[src/rtl/pipe_stall_ctrl.sv]
// pipe_stall_ctrl: merges memory/MDU/load-use/branch hazards into per-stage enables; PIPE_STALL_CTRL_PERF_EN adds perf counters
module pipe_stall_ctrl #(
  parameter int MEM_TIMEOUT = 64
) (
  input  logic        clk_i,
  input  logic        rst_i,
  input  logic        hazard_i,
  input  logic        branch_taken_i,
  input  logic        dmem_req_i,
  input  logic        dmem_ack_i,
  input  logic        mdu_start_i,
  input  logic        mdu_done_i,
  output logic        pc_write_o,
  output logic        ifid_write_o,
  output logic        ifid_flush_o,
  output logic        idex_write_o,
  output logic        idex_bubble_o,
  output logic        exmem_write_o,
  output logic        memwb_bubble_o,
  output logic        err_o
`ifdef PIPE_STALL_CTRL_PERF_EN
  ,
  output logic [31:0] stall_cnt_o,
  output logic [31:0] flush_cnt_o,
  output logic [31:0] mdu_cnt_o
`endif
);
  typedef enum logic [1:0] {RUN, MEM_WAIT, MDU_WAIT} state_t;
  localparam logic [9:0] TMO = 10'(MEM_TIMEOUT);
  state_t state, state_nxt;
  logic [9:0] cnt, cnt_nxt;
  logic mem_stall, mdu_stall, freeze;
  // decode: memory stall outranks MDU, which outranks load-use, which outranks branch flush
  always_comb begin
    mem_stall = state == RUN ? dmem_req_i && !dmem_ack_i : state == MEM_WAIT ? !dmem_ack_i : 1'b0;
    mdu_stall = !mdu_done_i && (state == MDU_WAIT || mdu_start_i);
    freeze = mem_stall || mdu_stall;
    pc_write_o = !rst_i && !freeze && !hazard_i;
    ifid_write_o = !rst_i && !freeze && !hazard_i;
    ifid_flush_o = !rst_i && !freeze && !hazard_i && branch_taken_i;
    idex_write_o = !rst_i && !freeze;
    exmem_write_o = !rst_i && !freeze;
    idex_bubble_o = rst_i || (!freeze && hazard_i);
    memwb_bubble_o = rst_i || freeze;
    state_nxt = mem_stall ? MEM_WAIT : mdu_stall ? MDU_WAIT : RUN;
    cnt_nxt = state != MEM_WAIT ? 10'd0 : (!dmem_ack_i && cnt != TMO) ? cnt + 10'd1 : cnt;
  end
  // state, saturating wait counter and sticky timeout flag
  always_ff @(posedge clk_i) begin
    if (rst_i) begin
      state <= RUN;
      cnt <= '0;
      err_o <= 1'b0;
    end else begin
      state <= state_nxt;
      cnt <= cnt_nxt;
      err_o <= err_o || cnt_nxt == TMO;
    end
  end
`ifdef PIPE_STALL_CTRL_PERF_EN
  // free-running event counters, wrapping at 2^32
  always_ff @(posedge clk_i) begin
    if (rst_i) begin
      stall_cnt_o <= '0;
      flush_cnt_o <= '0;
      mdu_cnt_o <= '0;
    end else begin
      stall_cnt_o <= stall_cnt_o + 32'(!pc_write_o);
      flush_cnt_o <= flush_cnt_o + 32'(ifid_flush_o);
      mdu_cnt_o <= mdu_cnt_o + 32'(state == MDU_WAIT);
    end
  end
`endif
endmodule

[config.mk]
export PLATFORM = sky130hd
export DESIGN_NAME = pipe_stall_ctrl
export DESIGN_NICKNAME = d
export VERILOG_FILES = /design/src/rtl/pipe_stall_ctrl.sv
export SDC_FILE = /design/constraint.sdc
export NUM_CORES = 1
export LEC_CHECK = 0
export CORE_MARGIN = 5
export CORE_UTILIZATION = 53
export CTS_BUF_LIST = sky130_fd_sc_hd__clkbuf_16
export CTS_CLUSTER_SIZE = 12
export DETAILED_ROUTE_END_ITERATION = 12
export PLACE_DENSITY = 0.81
export SYNTH_ARGS = -nofsm -noshare
export SYNTH_HDL_FRONTEND = slang
export SYNTH_SLANG_ARGS = --single-unit
[constraint.sdc]
create_clock -name clk_i -period 5.38 [get_ports clk_i]
set_input_delay 0.807 -clock clk_i [delete_from_list [all_inputs] [get_ports clk_i]]
set_output_delay 0.807 -clock clk_i [all_outputs]
set_load 0.1 [all_outputs]
==> impl_metrics.yaml, run 1 <==
clock_network:
  numCtsBuffers: 3
  ctsHoldBuffers: 0
  clkLatencyLatePin_ns: 0.24
  clk_path_buf_depth: 2
  clk_pin_slew_ns: 0.04
  cts.sinks: 13
  cts.repair.resized: 0
  cts_setup_buffers: 0
  root_buffer: "clkbuf_16"
  cts_tree: "built"
  htreeDepth: 1
yosys:
  ys_types: 39
  yosysSeqAreaShare_pct: 31.3
  synth_edf_count: 0
  async_flop_share_pct: 0
  syn_inst: 97
  yosysWarnings: 0
  syn_area_per_cell_um2: 8.56
  yosys_register_bits: 13
  synth_flop_cell: "dfxtp_1"
  synth.cell_area_um2: 831
  synth_nets: 107
detailed_routing:
  wl_per_cell_um: 14.1
  final_antenna_net_count: 0
  vias: 737
  post_drt_via_cell_ratio: 5.85
  drc: 0
  drt_wl_total_um: 1780
  dr.pass1.iters: 4
  drt-initial-drc-count: 11
outcome:
  status: "finished clean"
critical_path:
  r2r_start: "cnt[0]$_SDFF_PP0_"
  rrSetupSlack_ns: 3.43
  slowest_delay_ns: 1.17
  slowest_stage: "clkdlybuf4s50_1"
  startpoint_type: "primary input"
  critical_path_class: "in2out"
  end_kind: "primary output"
  crit_required_ns: 4.57
  crit_chain: "clkdlybuf4s50_1, nor2_1, o21a_1, nor2_1, nand2_1, nor3b_1, clkdlybuf4s50_1"
  rr_worst_depth: 7
  cp.arrival_ns: 3.27
  r2r-end: "err_o$_SDFF_PP0_"
  crit_fanout: 8
place:
  place_inst: 122
  portBuffers: 15
  dp_hpwl_um: 1360
  gp_congestion: 0.847
  placed_area_um2: 952
pwr:
  p_int_uw: 210
  ir_worst_vdd_uv: 191
  p_comb_share_pct: 17.0
  p_clk_share_pct: 48.4
  p_leak_nw: 0.359
  pwr-share-seq_pct: 34.6
  total_power_uw: 284
  swShare_pct: 26.1
  power_density_nw_per_um2: 276
  power_switching_uw: 74.3
final_layout:
  layout-drive-gt1-share_pct: 11.8
  fill_cells: 112
  instances_no_fill: 126
  fin_area_um2: 1030
  num_antenna_cells: 0
  fin_nets: 121
  syn2layout_area_growth_pct: 24.1
die:
  num_io_pins: 16
  rows: 14
  fp.dieW_um: 49.6
  coreArea_um2: 1490
  design.die.area_um2: 2460
  start_util_pct: 55.8
  die_y_um: 49.6
timing:
  max_freq_mhz: 245
  finalMaxSlewViolations: 0
  tightestPinTransition_ns: 0.975
  final-hold-violation-count: 0
  rsz0062_at_grt: "no"
  setup_tns_ns: 0
  slew_headroom_pct: 34.8
  period_minus_slack_ns: 4.07
  setup_viol: 0
  fin_crit_sh_pct: 75.7
  clock-skew-final_ns: 0.00258
global_routing:
  grt_pass1_wl_um: 3080
  grt_pass1_vias: 770
  grt_usage_pct: 15.3
  grt_max_degree: 9
  overflow: 0
  grt_antenna_before_repair: 0
min_path:
  whs_endpoint: "err_o$_SDFF_PP0_"
  hp-class: "reg2reg"
  min_path_cells: 2
  worstHoldStart: "err_o$_SDFF_PP0_"
flow_run:
  maxCapViolCount: 0
critical path: cells and delay by family:
family | cells | cell delay (ns)
AOI/OAI and AO/OA | 1 | 0.13
buffers and inverters | 2 | 1.77
and+or+nand+nor | 4 | 0.57
synth_stat cells (2+ instances only):
master	n	share of area, %
nand4b_1	3	3.2
nor2_1	15	6.8
nor2b_1	2	1.5
dfxtp_1	13	31
nor3_1	3	1.8
mux2i_1	2	2.4
a21oi_1	5	3.0
o21ai_0	3	1.8
nand3_1	3	1.8
nand2_1	6	2.7
or2b_2	2	2.1
clkbuf_1	2	0.90
xnor2_1	3	3.2
and4b_1	2	2.4
ha_1	2	3.0
inv_1	5	2.3
nor4b_2	2	3.6
o21a_1	2	1.8
buf_4	2	1.8
how the worst max path moves through the flow:
stage	start	end	slack, ns	depth (start not counted)
finish	dmem_ack_i	ifid_flush_o	1.31	7
global route	dmem_ack_i	ifid_flush_o	1.16	7
CTS	dmem_ack_i	ifid_flush_o	1.31	7
detailed placement	dmem_ack_i	ifid_flush_o	1.33	7
global placement	dmem_ack_i	ifid_flush_o	1.42	7
floorplan	dmem_req_i	ifid_flush_o	0.51	4
cells in the final DEF (no fill, tap or decap), types with 2 or more instances in the layout:
| master | n |
|---|---|
| nor2_1 | 15 |
| clkdlybuf4s50_1 | 15 |
| dfxtp_1 | 13 |
| inv_1 | 6 |
| nand2_1 | 6 |
| a21oi_1 | 5 |
| o21ai_0 | 3 |
| xnor2_1 | 3 |
| nand4b_1 | 3 |
| nor3_1 | 3 |
| nand3_1 | 3 |
| clkbuf_16 | 3 |
| nor2b_1 | 2 |
| o21a_1 | 2 |
| nor4b_2 | 2 |
| and4b_1 | 2 |
| or2b_2 | 2 |
| mux2i_1 | 2 |
| ha_1 | 2 |
kinds of logic (layout without fill, tap and decap cells):
logic type | Yosys count | after routing | share of synthesized area, %
buf+inv | 11 | 24 | 8.13
mux | 2 | 2 | 2.41
fa+ha+maj | 2 | 2 | 3.01
simple gates | 45 | 45 | 34.2
flops | 13 | 13 | 31.3
xor+xnor | 4 | 4 | 4.22
compound gates | 20 | 20 | 16.7
state kept, by name (all words and copies together) (netlist names):
name / count
err_o: 1
state: 2
cnt: 10
layer usage:
layer  wire length, um  up-vias  GRT usage (%)
met5                 0        -              0
met4                21        0           5.24
met3                70        2           3.01
met2               908       19           26.7
met1               777      346           18.4
li1                  -      370              -
power groups by stage:
stage / combinational, mW / sequential, mW / clock [mW]
finish: 0.0483 / 0.0984 / 0.138
detailed placement: 0.0482 / 0.100 / 0
floorplan: 0.0368 / 0.0999 / 0
global route: 0.0502 / 0.0985 / 0.143
global placement: 0.0479 / 0.100 / 0
CTS: 0.0485 / 0.0984 / 0.139
metrics by stage:
stage | worst slack (ns) | utilization, % | hold slack (ns)
final | 1.31 | 69.2 | 0.549
after global routing | 1.16 | 69.2 | 0.592
after CTS | 1.31 | 69.2 | 0.552
after detailed placement | 1.33 | 63.9 | 0.546
after global placement | 1.42 | 63.9 | 0.538
after floorplan | 0.506 | - | 0.519
layout make-up:
type	instances	area, um^2	area share (%)
sequential	13	260	25.2
inverter	5	18.8	1.82
tap	16	20.0	1.94
timing repair buffer	15	150	14.6
clock buffer	3	75.1	7.28
clock inverter	1	3.75	0.364
multi-input combinational	73	503	48.8
(Power assumes the default switching activity.)
==> run 2, diff against run 1 <==
- CORE_UTILIZATION: 53 -> 45
- PLACE_DENSITY: 0.81 -> 0.74
- clock period: 5.38 -> 3.6 ns (I/O delays scaled with it)
==> impl_metrics.yaml, run 2 (synthesized netlist as in run 1, its figures left out) <==
clock_network:
  cts.repair.resized: 0
  root_buffer: "clkbuf_16"
  clk_path_buf_depth: 2
  numCtsBuffers: 3
  cts.sinks: 13
  clkLatencyLatePin_ns: 0.24
  cts_setup_buffers: 0
  cts_tree: "built"
  ctsHoldBuffers: 0
  htreeDepth: 1
  clk_pin_slew_ns: 0.04
place:
  portBuffers: 15
  dp_hpwl_um: 1350
  gp_congestion: 0.778
  place_inst: 131
timing:
  fin_crit_sh_pct: 73.0
  final-hold-violation-count: 0
  max_freq_mhz: 380
  period_minus_slack_ns: 2.63
  clock-skew-final_ns: 0.000690
  rsz0062_at_grt: "no"
  tightestPinTransition_ns: 0.963
  setup_viol: 0
  finalMaxSlewViolations: 0
  slew_headroom_pct: 35.6
  setup_tns_ns: 0
pwr:
  power_density_nw_per_um2: 412
  ir_worst_vdd_uv: 313
  p_leak_nw: 0.369
  total_power_uw: 425
final_layout:
  final_common_cell: "nor2_1"
  fin_nets: 121
  multi_input_area_um2: 510
  final_cell_mix: "nor2_1, dfxtp_1, clkdlybuf4s50_1, buf_4"
  largestRegisters: "cnt (10), state (2), err_o (1)"
  fin_util_pct: 59.1
  top_register: "cnt"
  ff_latch_area_um2: 260
  largest_reg_flops: 10
  instances_no_fill: 135
  syn2layout_area_growth_pct: 24.2
  num_antenna_cells: 0
  fill_cells: 147
  layout-drive-gt1-share_pct: 20.0
global_routing:
  overflow: 0
  grt_antenna_before_repair: 0
  grt_pass1_vias: 734
  grt_max_degree: 9
  grt_usage_pct: 16.2
  grt_pass1_wl_um: 3260
flow_run:
  maxCapViolCount: 0
die:
  fp.dieW_um: 53.0
  die_y_um: 53.0
  design.die.area_um2: 2810
  rows: 15
  num_io_pins: 16
  start_util_pct: 47.6
  coreArea_um2: 1750
detailed_routing:
  post_drt_via_cell_ratio: 5.30
  dr.pass1.iters: 4
  drc: 0
  final_antenna_net_count: 0
  drt-initial-drc-count: 17
  vias: 716
  wl_per_cell_um: 13.6
  drt_wl_total_um: 1840
critical_path:
  crit_required_ns: 3.06
  critical_path_class: "in2out"
  cp.arrival_ns: 2.09
  end_kind: "primary output"
  crit_fanout: 8
  startpoint_type: "primary input"
min_path:
  hp-class: "reg2reg"
outcome:
  status: "finished clean"
## run 2: changes by cell type in the layout (fill, tap and decap cells not counted), sizes merged
cell and change:
clkdlybuf4s50 -7, buf +7
## run 2: worst max-delay path, stage by stage
cell	delay [ns]
clkdlybuf4s50_1	0.60
nor2_1	0.10
o21a_1	0.12
nor2_1	0.08
nand2_1	0.13
nor3b_2	0.20
buf_4	0.31
## run 2: final timing paths
| path | start | endpoint | slack, ns | cells past startpoint |
|---|---|---|---|---|
| hold reg to reg | err_o$_SDFF_PP0_ | err_o$_SDFF_PP0_ | 0.54 | 2 |
| setup reg to reg | cnt[0]$_SDFF_PP0_ | err_o$_SDFF_PP0_ | 1.55 | 7 |
| setup / recovery | dmem_ack_i | ifid_flush_o | 0.97 | 7 |
| hold / removal | err_o$_SDFF_PP0_ | err_o$_SDFF_PP0_ | 0.54 | 2 |
## run 2: final cells by class
| type | count | share of cell area (%) |
|---|---|---|
| clock inverters | 1 | 0.364 |
| well taps | 25 | 3.03 |
| clock buffers | 3 | 7.27 |
| inverters | 5 | 1.82 |
| flip-flops and latches | 13 | 25.2 |
| repair buffers | 15 | 12.8 |
| multi-input cells | 73 | 49.5 |
## run 2: per-stage QoR
stage / instance area, um^2 / worst slack (ns) / hold slack (ns)
final: 1030 / 0.970 / 0.544
after global routing: 1030 / 0.854 / 0.587
after CTS: 1030 / 0.965 / 0.551
after detailed placement: 953 / 0.971 / 0.543
after global placement: 953 / 1.00 / 0.544
after floorplan: 838 / 0.150 / 0.519
## run 2: per-layer routing
layer | global-route usage (%) | wire, um | vias up
li1 | - | - | 370
met1 | 19.2 | 800 | 318
met2 | 27.9 | 912 | 24
met3 | 5.63 | 109 | 4
met4 | 3.40 | 19 | 0
met5 | 0 | 0 | -
## run 2: report_power, final
group	switching, mW	internal, mW
Combinational	0.0510	0.0203
Sequential	0.00147	0.146
Clock	0.0603	0.146
